[src/rtl/elastic_register.sv]
// elastic_register: valid/ready pipeline register with a one-entry skid buffer.
// Every output comes straight from a flop, so no combinational path crosses the stage
// in either direction.
// Optional feature macro: ELASTIC_REG_PERF_EN enables a saturating stall-cycle counter
// on stall_cnt_o. When it is undefined, stall_cnt_o is tied to zero.
module elastic_register #(
  parameter int unsigned WIDTH     = 64,
  parameter int unsigned CNT_WIDTH = 32
) (
  input  logic                 clk_i,
  input  logic                 rst_i,
  input  logic                 flush_i,
  input  logic                 in_valid_i,
  output logic                 in_ready_o,
  input  logic [WIDTH-1:0]     in_data_i,
  output logic                 out_valid_o,
  input  logic                 out_ready_i,
  output logic [WIDTH-1:0]     out_data_o,
  output logic [1:0]           occupancy_o,
  output logic [CNT_WIDTH-1:0] stall_cnt_o
);

  localparam int unsigned OCC_W = 2;

  typedef enum logic [1:0] {
    EMPTY = 2'd0,
    ONE   = 2'd1,
    FULL  = 2'd2
  } state_e;

  state_e             state_q, state_d;
  logic [WIDTH-1:0]   main_data_q, main_data_d;
  logic [WIDTH-1:0]   skid_data_q, skid_data_d;
  logic               in_ready_q, in_ready_d;
  logic               out_valid_q, out_valid_d;
  logic [OCC_W-1:0]   occupancy_q, occupancy_d;
  logic               in_fire;
  logic               out_fire;

  // Handshake events, both taken from registered outputs.
  always_comb begin
    in_fire  = in_valid_i & in_ready_q;
    out_fire = out_valid_q & out_ready_i;
  end

  // Next state and slot contents; a flush overrides the handshake.
  always_comb begin
    state_d     = state_q;
    main_data_d = main_data_q;
    skid_data_d = skid_data_q;

    case (state_q)
      EMPTY: begin
        if (in_fire) begin
          state_d     = ONE;
          main_data_d = in_data_i;
        end
      end
      ONE: begin
        if (in_fire && out_fire) begin
          main_data_d = in_data_i;
        end else if (in_fire) begin
          state_d     = FULL;
          skid_data_d = in_data_i;
        end else if (out_fire) begin
          state_d = EMPTY;
        end
      end
      FULL: begin
        if (out_fire) begin
          state_d     = ONE;
          main_data_d = skid_data_q;
        end
      end
      default: begin
        state_d = EMPTY;
      end
    endcase

    if (flush_i) begin
      state_d     = EMPTY;
      main_data_d = '0;
      skid_data_d = '0;
    end
  end

  // Registered status outputs are derived from the next state.
  always_comb begin
    in_ready_d  = (state_d != FULL);
    out_valid_d = (state_d != EMPTY);
    occupancy_d = OCC_W'(out_valid_d) + OCC_W'(state_d == FULL);
  end

  // State and payload registers with synchronous reset.
  always_ff @(posedge clk_i) begin
    if (rst_i) begin
      state_q     <= EMPTY;
      main_data_q <= '0;
      skid_data_q <= '0;
      in_ready_q  <= 1'b1;
      out_valid_q <= 1'b0;
      occupancy_q <= '0;
    end else begin
      state_q     <= state_d;
      main_data_q <= main_data_d;
      skid_data_q <= skid_data_d;
      in_ready_q  <= in_ready_d;
      out_valid_q <= out_valid_d;
      occupancy_q <= occupancy_d;
    end
  end

  assign in_ready_o  = in_ready_q;
  assign out_valid_o = out_valid_q;
  assign out_data_o  = main_data_q;
  assign occupancy_o = occupancy_q;

`ifdef ELASTIC_REG_PERF_EN
  logic [CNT_WIDTH-1:0] stall_cnt_q, stall_cnt_d;

  // Count cycles where the stage holds a beat but downstream refuses it. The counter
  // saturates instead of wrapping, and it holds its value across a flush.
  always_comb begin
    stall_cnt_d = stall_cnt_q;
    if (!flush_i && out_valid_q && !out_ready_i && (stall_cnt_q != {CNT_WIDTH{1'b1}})) begin
      stall_cnt_d = stall_cnt_q + CNT_WIDTH'(1);
    end
  end

  // Stall counter register; only reset clears it.
  always_ff @(posedge clk_i) begin
    if (rst_i) begin
      stall_cnt_q <= '0;
    end else begin
      stall_cnt_q <= stall_cnt_d;
    end
  end

  assign stall_cnt_o = stall_cnt_q;
`else
  assign stall_cnt_o = '0;
`endif

endmodule

[config.mk]
export PLATFORM = sky130hd
export DESIGN_NAME = elastic_register
export DESIGN_NICKNAME = d
export VERILOG_FILES = /design/src/rtl/elastic_register.sv
export SDC_FILE = /design/constraint.sdc
export NUM_CORES = 1
export LEC_CHECK = 0
export BUFFER_PORTS_ARGS = -buffer_cell sky130_fd_sc_hd__buf_4
export CAP_MARGIN = 40
export CORE_MARGIN = 3
export CORE_UTILIZATION = 45
export CTS_CLUSTER_DIAMETER = 50
export CTS_CLUSTER_SIZE = 16
export DETAILED_ROUTE_END_ITERATION = 10
export PLACE_DENSITY = 0.71
export SLEW_MARGIN = 5
export SYNTH_ARGS = -nofsm -noshare
export SYNTH_HDL_FRONTEND = slang
export SYNTH_SLANG_ARGS = --single-unit
[constraint.sdc]
create_clock -name clk_i -period 3.1 [get_ports clk_i]
set_clock_uncertainty 0.15 [all_clocks]
set_input_delay 0.465 -clock clk_i [delete_from_list [all_inputs] [get_ports clk_i]]
set_output_delay 0.465 -clock clk_i [all_outputs]
set_load 0.05 [all_outputs]
; ---- After elaboration in Yosys (flattened, before gate mapping)
; Cells that the tools add are included.
[totals]
register_bits = 134
inputBits = 69
[classes]
add_sub_neg = 1
eq_ne = 7
mux = 11
bitwise_logic = 3
reduce_logical = 7
[ops]
columns = op, n
row1 = $mux W64, 3
row2 = $pmux W64 S3, 1
row3 = $mux W2, 6
row4 = $ne A2 B2 Y1 const B, 4
row5 = $pmux W2 S3, 1
row6 = $eq A2 B2 Y1 const B, 2
row7 = $reduce_and A4 Y1, 1
row8 = $reduce_and A3 Y1, 1
row9 = $reduce_bool A3 Y1, 1
row10 = $add A1 B1 Y2, 1
row11 = $and A1 B1 Y1, 2
row12 = $eq A2 B1 Y1 const B, 1
row13 = $logic_not A2 Y1, 1
row14 = $reduce_bool A2 Y1, 1
row15 = $reduce_or A2 Y1, 1
row16 = $logic_and A1 B1 Y1, 1
row17 = $not A1 Y1, 1

; ---- Depth between registers and ports, before layout
; Gate-level depths: netlist of run 1.
[logic_depth]
ltp_word = 8
depth_mapped = 7
ltp_nobuf = 4

; ---- Least setup slack after synthesis of run 1
; Ideal clock, no wire load.
[synth_path]
kind = reg2reg
startpoint = reg out_valid_q (netlist: out_valid_o)
endpoint = reg main_data_q[37] (netlist: out_data_o[37])
setup_ns = 0.081
arrival_time_ns = 1.708
t_required_ns = 2.869
path_slack_ns = 1.160
path_stages_with_launch = 7
path_buffers = 2
path_cell_list = dfxtp_1 nand2_1 nor3_1 buf_2 buf_2 nor3_1 a211oi_2
[synth_between]
elab_chain_len = 4
word_cells_on_any_way = 5
classes_between = eq/ne: 2 / bitwise: 1 / reduce/logical: 2
[synth_rtl]
columns = element, line
row1 = "start, declared", 35  ; logic out_valid_q, out_valid_d;
row2 = "start signal, assigned", 108  ; out_valid_q <= out_valid_d;
row3 = $and A1 B1 Y1 (*), 43  ; out_fire = out_valid_q & out_ready_i;
row4 = $logic_and A1 B1 Y1, 60  ; if (in_fire && out_fire) begin
row5 = $ne A2 B2 Y1 (no source line), --
row6 = $reduce_and A4 Y1 (no source line) (*), --
row7 = "end signal, assigned", 105  ; main_data_q <= main_data_d;
row8 = "end, declared", 32  ; logic [WIDTH-1:0] main_data_q, main_data_d;
; Mark *: on every way between the ends. The rest lies on a longest branch, timed or not.
; A chain may end at the register's enable or synchronous reset.

; ---- Worst setup path after layout of run 1
[layout_path]
startpoint = reg state_q[1]
endpoint = reg main_data_q[53] (netlist: out_data_o[53])
[layout_between]
elab_chain_len = 3
word_cells_on_any_way = 9
classes_between = eq/ne: 5 / mux: 1 / reduce/logical: 3
[layout_rtl]
columns = element, line
row1 = "start, declared", 31  ; state_e state_q, state_d;
row2 = "start signal, assigned", 104  ; state_q <= state_d;
row3 = "$eq A2 B1 Y1, or another cell as far along", 52  ; case (state_q)
row4 = $ne A2 B2 Y1 (no source line) or $reduce_bool A3 Y1 (tied branches), --
row5 = $reduce_and A4 Y1 (no source line), --
; Parallel ways exist; a longest one is shown, timed or not.

==> results of run 1 <==
[per-layer routing]
metal / vias to the layer above / wire length (um)
met5: - / 0
met4: 0 / 254
met3: 21 / 1036
met2: 156 / 7237
met1: 2321 / 6037
li1: 2341 / -
[cell usage in the layout (no fill, tap or decap), drive strengths merged]
master	Yosys	final
a21o	1	1
inv	3	3
o2bb2ai	1	1
dfxtp	133	133
o31a	1	1
nor3	65	65
clkinv	0	3
nand2	132	132
bufinv	0	3
a21boi	1	1
conb	1	32
and3b	1	1
buf	68	147
and3	1	1
nand3	1	1
nand2b	1	1
a211oi	64	64
a21oi	65	65
nor2	1	1
or2	3	3
clkinvlp	0	2
mux2i	64	64
clkbuf	21	24
nor3b	1	1
[registers in the layout, summed over array words and instances (netlist names)]
register,flops
occupancy_o,1
state_q,2
out_valid_o,1
in_ready_o,1
skid_data_q,64
out_data_o,64
[worst reg2reg max path, delay by kind of cell, from the launching register on]
family | cells | cell delay [ns]
buffers and inverters | 1 | 0.62
AND/OR/NAND/NOR | 2 | 0.53
flip-flops | 1 | 0.38
AO/OA/AOI/OAI | 2 | 0.38
[worst max path at each step]
stage                                end  slack (ns)  cells past startpoint
after CTS                 out_data_o[53]        0.98                      5
after detailed placement  out_data_o[53]        0.90                      6
after global routing      out_data_o[15]        0.86                      5
after floorplan           out_data_o[37]        1.16                      6
final                     out_data_o[53]        0.97                      5
after global placement     out_data_o[6]        0.97                      6
[area by class of cell]
class,instances,area [sq um]
fillers,1103,5239
clock inverters,8,120.1
flip-flops and latches,133,2663
repair buffers,147,1154
multi-input cells,435,2819
clock buffers,24,501.7
well taps,172,215.2
inverters,3,11.26
[power by group through the flow]
stage | combinational, uW | sequential (uW) | clock (uW)
5_1_grt | 754 | 1800 | 2200
4_1_cts | 713 | 1800 | 2120
3_3_place_gp | 698 | 1830 | 0
3_5_place_dp | 712 | 1830 | 0
6_report | 708 | 1800 | 2080
2_1_floorplan | 390 | 1980 | 0
[cells by family (layout without fill, tap and decap cells)]
logic type,after synthesis,in the layout,synth area share
flip-flops,133,133,0.4515
AO/OA/AOI/OAI,133,133,0.1941
multiplexers,64,64,0.1086
AND/OR/NAND/NOR,206,206,0.1487
other,1,32,0.0006359
buffers and inverters,92,182,0.09633
[metrics by stage]
step	hold slack, ns	std cells
after floorplan	0.2857	660
after global placement	0.2905	890
after detailed placement	0.2961	890
after CTS	0.1373	922
after global routing	0.1439	922
final	0.1606	922
==> results.yml, run 1 <==
power_and_ir_drop:
  p_leak_uw: 0.003308
  sequentialPowerShare: 0.391
  power_frac_comb: 0.154
  p_sw_uw: 1237
  p_per_area_nw_per_um2: 613.0
  power_uw: 4587
  p_clk_frac: 0.454
  switching_share: 0.2696
  intPower_uw: 3350
  max-vdd-ir-drop_uv: 334.7
critical_path:
  criticalPathCategory: "flip-flop to flip-flop"
  slowest_stage: "buf_4"
  worstReg2RegEnd: "out_data_o[53]"
  required_ns: 3.27
  cp-end-kind: "flip-flop"
  critPathBufInv: 1
  worstPathCellList: "and3b_1 > o2bb2ai_4 > buf_4 > nor3_1 > a211oi_2"
  r2r_start: "state_q[1]"
  r2r_slack_ns: 0.97
  critPathArrivalTime_ns: 2.31
  rr_worst_depth: 5
  cp-startpoint: "state_q[1]"
  cpLargestDelayFamily: "buffers and inverters"
  path_max_fanout: 65
  max_stage_delay_ns: 0.62
  startpoint_type: "flip-flop"
job:
  cap_violations: 0
routing:
  ant_nets: 0
  totalWireLength_um: 14570
  drc: 0
  wl_per_cell_um: 15.80
  viasPerCell: 5.248
  firstDrtPassIters: 5
  drtIter0Drc: 326
  vias: 4839
run_status:
  status: "complete, no violations"
sta:
  fin_crit_ns: 2.133
  fmaxAchievable_mhz: 468.7
  finalSetupViolCount: 0
  relSlewSlack: 0.4933
  tightest_slew_ns: 0.7600
  setup_tns_ns: 0
  rsz0062_at_grt: "false"
  slew_violations: 0
  min_period_over_period: 0.6882
  setup_ws_ns: 0.9666
  hold_violations: 0
cells_and_area:
  drive_above_1_share: 0.3267
  antenna_cells: 0
  finalInstanceArea_sq_um: 7483
  syn2layout_area_growth_pct: 26.90
  final_util: 0.5882
  layout.nets: 806
clocking:
  cts_resized: 0
  clkSlewWorstSetupHoldPaths_ns: 0.06
  htreeDepth: 4
  cts-buffers-inserted: 17
  cts_tree: "yes"
  clockBufferDepth: 2
  root_buffer: "clkbuf_16"
  clock_latency_ns: 0.41
  clkSinkCount: 133
  holdBufCountCts: 0
  cts_setup_buffers: 0
floorplanning:
  ios: 169
  fp.dieH_um: 120.5
  die_w_um: 120.5
  start_util: 0.4635
  core_area_sq_um: 12720
  die_area_sq_um: 14510
  rows: 41
placed_design:
  globalplace.congestion: 0.7270
  numPortBuffers: 136
  detailed_place.area_sq_um: 6862
  dpl_worst_slack_ns: 0.8979
  hpwlAfterDp_um: 9293
logic_synthesis:
  yosys_most_used_dff: "dfxtp_1"
  yosys-top-cells-count: "dfxtp_1, nand2_1, a21oi_1, nor3_1, mux2i_1"
  avgSynthCellArea_sq_um: 9.375
  synth_area_sq_um: 5897
  synth_edf_count: 0
  ys_seq_area_frac: 0.4515
  ys_ff_latch: 133
  yosysMostFrequentCell: "dfxtp_1"
  synthArstFlopShare: 0
  synth_top_cell_by_area: "dfxtp_1"
  ys_types: 25
  syn_inst: 629
  synth_top_area_frac: 0.4515
  yosys_warnings: 0
  synth_area_leaders: "dfxtp_1, a211oi_2, mux2i_1"
global_route:
  grt_pass1_wl_um: 23520
  grt_use_met3: 0.07250
  gr-usage-met1: 0.2335
  busiest_layer: "met2"
  grt_pass1_vias: 4798
  grt_util_met2: 0.3437
  grt_max_degree: 67
  antenna_found_initial: 0
  grt_overflow: 0
  grt.total_usage: 0.2025
min_path:
  holdCritStartpoint: "in_data_i[17]"
  hold_path_end: "skid_data_q[17]"
  hold_depth: 3
  hp-class: "input pin to flip-flop"
Power figures use the tool's default switching activity.
==> run 2, diff against run 1 <==
--- a/config.mk
+++ b/config.mk
@@ -12,7 +12,7 @@
 export CTS_CLUSTER_DIAMETER = 50
 export CTS_CLUSTER_SIZE = 16
 export DETAILED_ROUTE_END_ITERATION = 10
-export PLACE_DENSITY = 0.71
+export PLACE_DENSITY = 0.73
 export SLEW_MARGIN = 5
 export SYNTH_ARGS = -nofsm -noshare
 export SYNTH_HDL_FRONTEND = slang
==> constraint.sdc (replaced) <==
create_clock -name clk_i -period 1.74 [get_ports clk_i]
set_clock_uncertainty 0.15 [all_clocks]
set_input_delay 0.261 -clock clk_i [delete_from_list [all_inputs] [get_ports clk_i]]
set_output_delay 0.261 -clock clk_i [all_outputs]
set_load 0.05 [all_outputs]
==> run 2 against run 1 <==
Fmax grew 28%. Flip-flop and latch count is the same. Worst setup slack lost 0.90 ns. Clock-buffer cell count grew 1. Die area is the same. Clock power grew 65%. Cell area grew 12%. Non-clock buffer count grew 79. Cell count grew 8.6%. Sequential power grew 78%. Critical path type unchanged.
==> results.yml, run 2 (synthesized netlist as in run 1, its figures left out) <==
critical_path:
  criticalPathCategory: "flip-flop to flip-flop"
  worstPathCellList: "and3b_1 > o2bb2ai_4 > or2_4 > buf_12 > a211oi_2"
  cpLargestDelayFamily: "simple AND/OR/NAND/NOR gates"
  cp.depth: 5
  critPathBufInv: 1
  cp-end-kind: "flip-flop"
  slowest_stage: "dfxtp_2"
  max_stage_delay_ns: 0.35
  cp-startpoint: "state_q[1]"
  r2r_start: "state_q[1]"
  r2r_slack_ns: 0.07
  critPathArrivalTime_ns: 1.86
  startpoint_type: "flip-flop"
  path_max_fanout: 28
  rr_worst_depth: 5
  required_ns: 1.93
  critical_path.endpoint: "out_data_o[4]"
  worstReg2RegEnd: "out_data_o[4]"
floorplanning:
  rows: 41
  core_area_sq_um: 12720
  die_w_um: 120.5
  die_area_sq_um: 14510
  ios: 169
  start_util: 0.4635
  fp.dieH_um: 120.5
sta:
  finalSetupViolCount: 0
  hold_ws_ns: 0.02868
  fmaxAchievable_mhz: 599.0
  setup_ws_ns: 0.07059
  min_period_over_period: 0.9594
  fin_crit_ns: 1.669
  tightest_slew_ns: 0.5557
  hold_violations: 0
  rsz0062_at_grt: "true"
  slew_violations: 0
  relSlewSlack: 0.6295
clocking:
  cts_tree: "yes"
  clock_latency_ns: 0.42
  clkSlewWorstSetupHoldPaths_ns: 0.06
  htreeDepth: 4
  clockBufferDepth: 2
  clkSinkCount: 133
  root_buffer: "clkbuf_16"
  cts-buffers-inserted: 17
routing:
  ant_nets: 0
  viasPerCell: 5.211
  totalWireLength_um: 16530
  firstDrtPassIters: 5
  vias: 5216
  drc: 0
  wl_per_cell_um: 16.51
  drtIter0Drc: 404
cells_and_area:
  syn2layout_area_growth_pct: 42.69
  final_util: 0.6614
  seq_area_sq_um: 2669
  antenna_cells: 0
  drive_above_1_share: 0.3172
  finalInstanceArea_sq_um: 8414
  multi_input_area_sq_um: 2841
  nFillCells: 951
  layout.nets: 885
  final_common_cell: "buf_4"
  mostFrequentLayoutCells: "buf_4, nand2_1, dfxtp_1, dlygate4sd3_1, a21oi_1"
placed_design:
  hpwlAfterDp_um: 9876
  globalplace.congestion: 0.7785
  numPortBuffers: 136
  dpl_worst_slack_ns: 0.02460
  detailed_place.area_sq_um: 7054
global_route:
  grt_pass1_wl_um: 25670
  grt.total_usage: 0.2214
  grt_overflow: 0
  grt_max_degree: 39
  grt_pass1_vias: 5266
  antenna_found_initial: 0
run_status:
  status: "complete, no violations"
job:
  cap_violations: 0
min_path:
  hold_depth: 4
  hp-class: "input pin to flip-flop"
power_and_ir_drop:
  p_leak_uw: 0.003696
  max-vdd-ir-drop_uv: 545.1
  p_per_area_nw_per_um2: 963.2
run 2: cell types whose count changed in the layout (fill, tap and decap cells not counted), moves of 2 or more:
cell           change
dlygate4sd3_1     +66
buf_12             +8
clkbuf_16          +3
dfxtp_1            -3
a211oi_1           -2
a211oi_2           +2
buf_4              -2
buf_8              +2
bufinv_16          -2
dfxtp_2            +2
run 2: layout make-up:
class                      count  share of cell area
clock buffer                  25             0.06007
clock inverter                 7            0.008178
inverter                       3            0.001338
multi-input combinational    435              0.3377
sequential                   133              0.3172
tap                          172             0.02558
timing repair buffer         226              0.2500
run 2: per-stage QoR:
step | total power, uW | TNS [ns] | instances
5_1_grt | 8391 | -0.01049 | 1001
4_1_cts | 8100 | 0 | 998
3_5_place_dp | 4575 | 0 | 900
2_1_floorplan | 4216 | 0 | 660
3_3_place_gp | 4545 | 0 | 900
6_report | 8105 | 0 | 1001
run 2: how the worst min path moves through the flow:
stage / startpoint / endpoint
finish: flush_i / in_ready_o
global route: flush_i / in_ready_o
floorplan: in_data_i[0] / skid_data_q[0]
detailed placement: skid_data_q[30] / skid_data_q[30]
global placement: skid_data_q[63] / skid_data_q[63]
CTS: flush_i / in_ready_o
run 2: worst min-delay path: cells and delay by family:
family / cells / cell delay [ns]
simple gates: 3 / 0.21
buf+inv: 1 / 0.09
run 2: layer usage:
metal	vias to the layer above	part of all wire	routed length, um	GRT usage
met5	-	0	0	0
met4	0	0.016	264	0.07295
met3	25	0.067	1110	0.07577
met2	175	0.52	8570	0.3895
met1	2516	0.40	6580	0.2510
li1	2500	-	-	-
run 2: timing repair:
item,4_1_cts,5_1_grt
setup buffers,0,0
hold buffers,66,0
endpoints found under the setup margin,0,81
hold endpoints to repair,65,0
resized for setup,0,13
run 2: power by group:
part           internal [uW]  switching, uW  total [uW]
clock                   2150           1280        3430
combinational            548            934        1480
sequential              3140           56.7        3200
total                   5840           2270        8100
==> run 3, diff against run 2 <==
--- a/config.mk
+++ b/config.mk
@@ -5,14 +5,15 @@
 export SDC_FILE = /design/constraint.sdc
 export NUM_CORES = 1
 export LEC_CHECK = 0
-export BUFFER_PORTS_ARGS = -buffer_cell sky130_fd_sc_hd__buf_4
+export ABC_AREA = 1
 export CAP_MARGIN = 40
 export CORE_MARGIN = 3
-export CORE_UTILIZATION = 45
+export CORE_UTILIZATION = 50
 export CTS_CLUSTER_DIAMETER = 50
 export CTS_CLUSTER_SIZE = 16
 export DETAILED_ROUTE_END_ITERATION = 10
-export PLACE_DENSITY = 0.73
+export DONT_BUFFER_PORTS = 1
+export PLACE_DENSITY = 0.68
 export SLEW_MARGIN = 5
 export SYNTH_ARGS = -nofsm -noshare
 export SYNTH_HDL_FRONTEND = slang
==> run 3 against run 2 <==
Clock power shrank 1%. Utilization shrank 3.3 points. Clock-buffer cell count decreased by 4. Total power down 3.3%. Combinational power fell by 30%. Register-to-register slack better by 0.05 ns. Sequential power is 6.6% higher. Cell count rose by 26%. Highest routed layer unchanged.
==> results.yml, run 3 <==
logic_synthesis:
  ys_types: 17
  yosys_most_used_dff: "dfxtp_1"
  avgSynthCellArea_sq_um: 6.288
  syn_inst: 1018
  synth_area_sq_um: 6401
  synthArstFlopShare: 0
  synth_top_area_frac: 0.4159
  yosysMostFrequentCell: "nand2_1"
  yosys_warnings: 0
  ys_seq_area_frac: 0.4159
  synth_area_leaders: "dfxtp_1, nand2_1, nor2_1"
  synth_top_cell_by_area: "dfxtp_1"
  synth_edf_count: 0
  yosys-top-cells-count: "nand2_1, nor2_1, dfxtp_1"
  ys_ff_latch: 133
global_route:
  antenna_found_initial: 0
  grt_pass1_vias: 4942
  grt.total_usage: 0.1963
  grt_max_degree: 75
  grt_pass1_wl_um: 23000
  grt_overflow: 0
cells_and_area:
  layout.nets: 1149
  final_common_cell: "nand2_1"
  mostFrequentLayoutCells: "nand2_1, nor2_1, dfxtp_1, inv_1, dlygate4sd3_1"
  finalInstanceArea_sq_um: 7706
  nFillCells: 1140
  drive_above_1_share: 0.06679
  syn2layout_area_growth_pct: 20.39
  antenna_cells: 0
placed_design:
  hpwlAfterDp_um: 8493
  globalplace.congestion: 0.7337
  numPortBuffers: 0
  detailed_place.area_sq_um: 6459
sta:
  fin_crit_ns: 1.676
  fmaxAchievable_mhz: 596.8
  min_period_over_period: 0.9630
  finalSetupViolCount: 0
  setup_tns_ns: 0
  hold_violations: 0
  slew_violations: 0
  relSlewSlack: 0.6336
  tightest_slew_ns: 0.5488
  rsz0062_at_grt: "false"
critical_path:
  criticalPathCategory: "input pin to flip-flop"
  slowest_stage: "dlygate4sd3_1"
  startpoint_type: "input pin"
  critPathArrivalTime_ns: 1.81
  required_ns: 1.88
  r2r_start: "state_q[1]"
  path_max_fanout: 4
  worstReg2RegEnd: "state_q[0]"
  max_stage_delay_ns: 0.56
  worstPathCellList: "dlygate4sd3_1 > nand2_2 > nand2_2 > nand3_1 > nand3_1 > nor2_1 > dlygate4sd3_1"
  rr_worst_depth: 7
  cp-end-kind: "flip-flop"
  r2r_slack_ns: 0.12
clocking:
  cts-buffers-inserted: 17
  clkSlewWorstSetupHoldPaths_ns: 0.05
  clock_latency_ns: 0.41
  cts_setup_buffers: 0
  root_buffer: "clkbuf_16"
  clockBufferDepth: 2
  cts_tree: "yes"
  clkSinkCount: 133
  htreeDepth: 4
power_and_ir_drop:
  intPower_uw: 5634
  p_sw_uw: 2202
  p_clk_frac: 0.431
  max-vdd-ir-drop_uv: 727.2
  sequentialPowerShare: 0.436
  power_frac_comb: 0.133
  p_leak_uw: 0.004015
  p_per_area_nw_per_um2: 1017
  switching_share: 0.2810
routing:
  drc: 0
  ant_nets: 0
  viasPerCell: 4.393
  drtIter0Drc: 365
  firstDrtPassIters: 5
  wl_per_cell_um: 10.73
  vias: 5540
  totalWireLength_um: 13530
floorplanning:
  ios: 169
  rows: 40
  die_area_sq_um: 14200
  die_w_um: 119.1
  start_util: 0.5220
  core_area_sq_um: 12260
  fp.dieH_um: 119.1
min_path:
  hp-class: "input pin to flip-flop"
  hold_depth: 4
  holdCritStartpoint: "in_data_i[28]"
  hold_path_end: "out_data_o[28]"
run_status:
  status: "complete, no violations"
job:
  cap_violations: 0
==> run 3: cell families (layout without fill, tap and decap cells) <==
kind of cell	count (synthesis)	after routing	share of synthesized area
buf+inv	221	265	0.1796
compound gates	67	67	0.05238
flops	133	133	0.4159
other cells	1	32	0.0005858
simple gates	596	596	0.3514
==> run 3: critical path: cells and delay by family <==
family	cells	cell delay (ns)
buf+inv	2	1.10
simple gates	5	0.45
==> run 3: cell type report <==
type / instances / area, sq um / share of cell area
Timing Repair Buffer: 101 / 1041 / 0.1351
Sequential cell: 133 / 2665 / 0.3458
Inverter: 132 / 495.5 / 0.06430
Clock buffer: 21 / 450.4 / 0.05845
Tap cell: 168 / 210.2 / 0.02728
Multi-Input combinational cell: 695 / 2735 / 0.3549
Clock inverter: 11 / 108.9 / 0.01413
==> run 3: how the worst max path moves through the flow <==
stage,from,to,slack [ns],cells past startpoint
after floorplan,in_ready_o,skid_data_q[10],0.02,7
after global placement,state_q[1],out_data_o[12],0.20,8
after detailed placement,state_q[1],out_data_o[12],0.17,8
final,out_ready_i,state_q[0],0.06,7
after CTS,out_valid_o,state_q[0],0.04,6
after global routing,out_ready_i,state_q[0],0.007,7
==> run 3: power by group through the flow <==
stage	Clock [uW]	Combinational, uW	Sequential, uW
floorplan	0	758	3540
global placement	0	886	3480
detailed placement	0	893	3480
CTS	3470	1040	3410
global route	3610	1180	3420
finish	3380	1040	3410
==> run 3: metrics by stage <==
step	power [uW]	worst slack (ns)	cells	util	hold WS [ns]
6_report	7836	0.06436	1261	0.6285	0.006374
5_1_grt	8209	0.006873	1261	0.6285	0.02292
4_1_cts	7921	0.03521	1260	0.6270	0.001616
3_5_place_dp	4371	0.1679	1161	0.5267	0.1870
3_3_place_gp	4362	0.1985	1161	0.5267	0.1866
2_1_floorplan	4303	0.01611	1049	-	0.1828
==> run 3: routing by layer <==
metal  up-vias  wire [um]  GRT usage
met1      2370       6113     0.2402
met3         9        876    0.07312
met4         0        112    0.05865
met2       136       6426     0.3221
met5         -          0          0
li1       3025          -          -
==> run 3: repair_timing <==
action / in CTS / in global routing
resized for setup: 0 / 4
setup endpoints to repair: 0 / 1
hold buffers: 67 / 1
hold endpoints to repair: 129 / 1
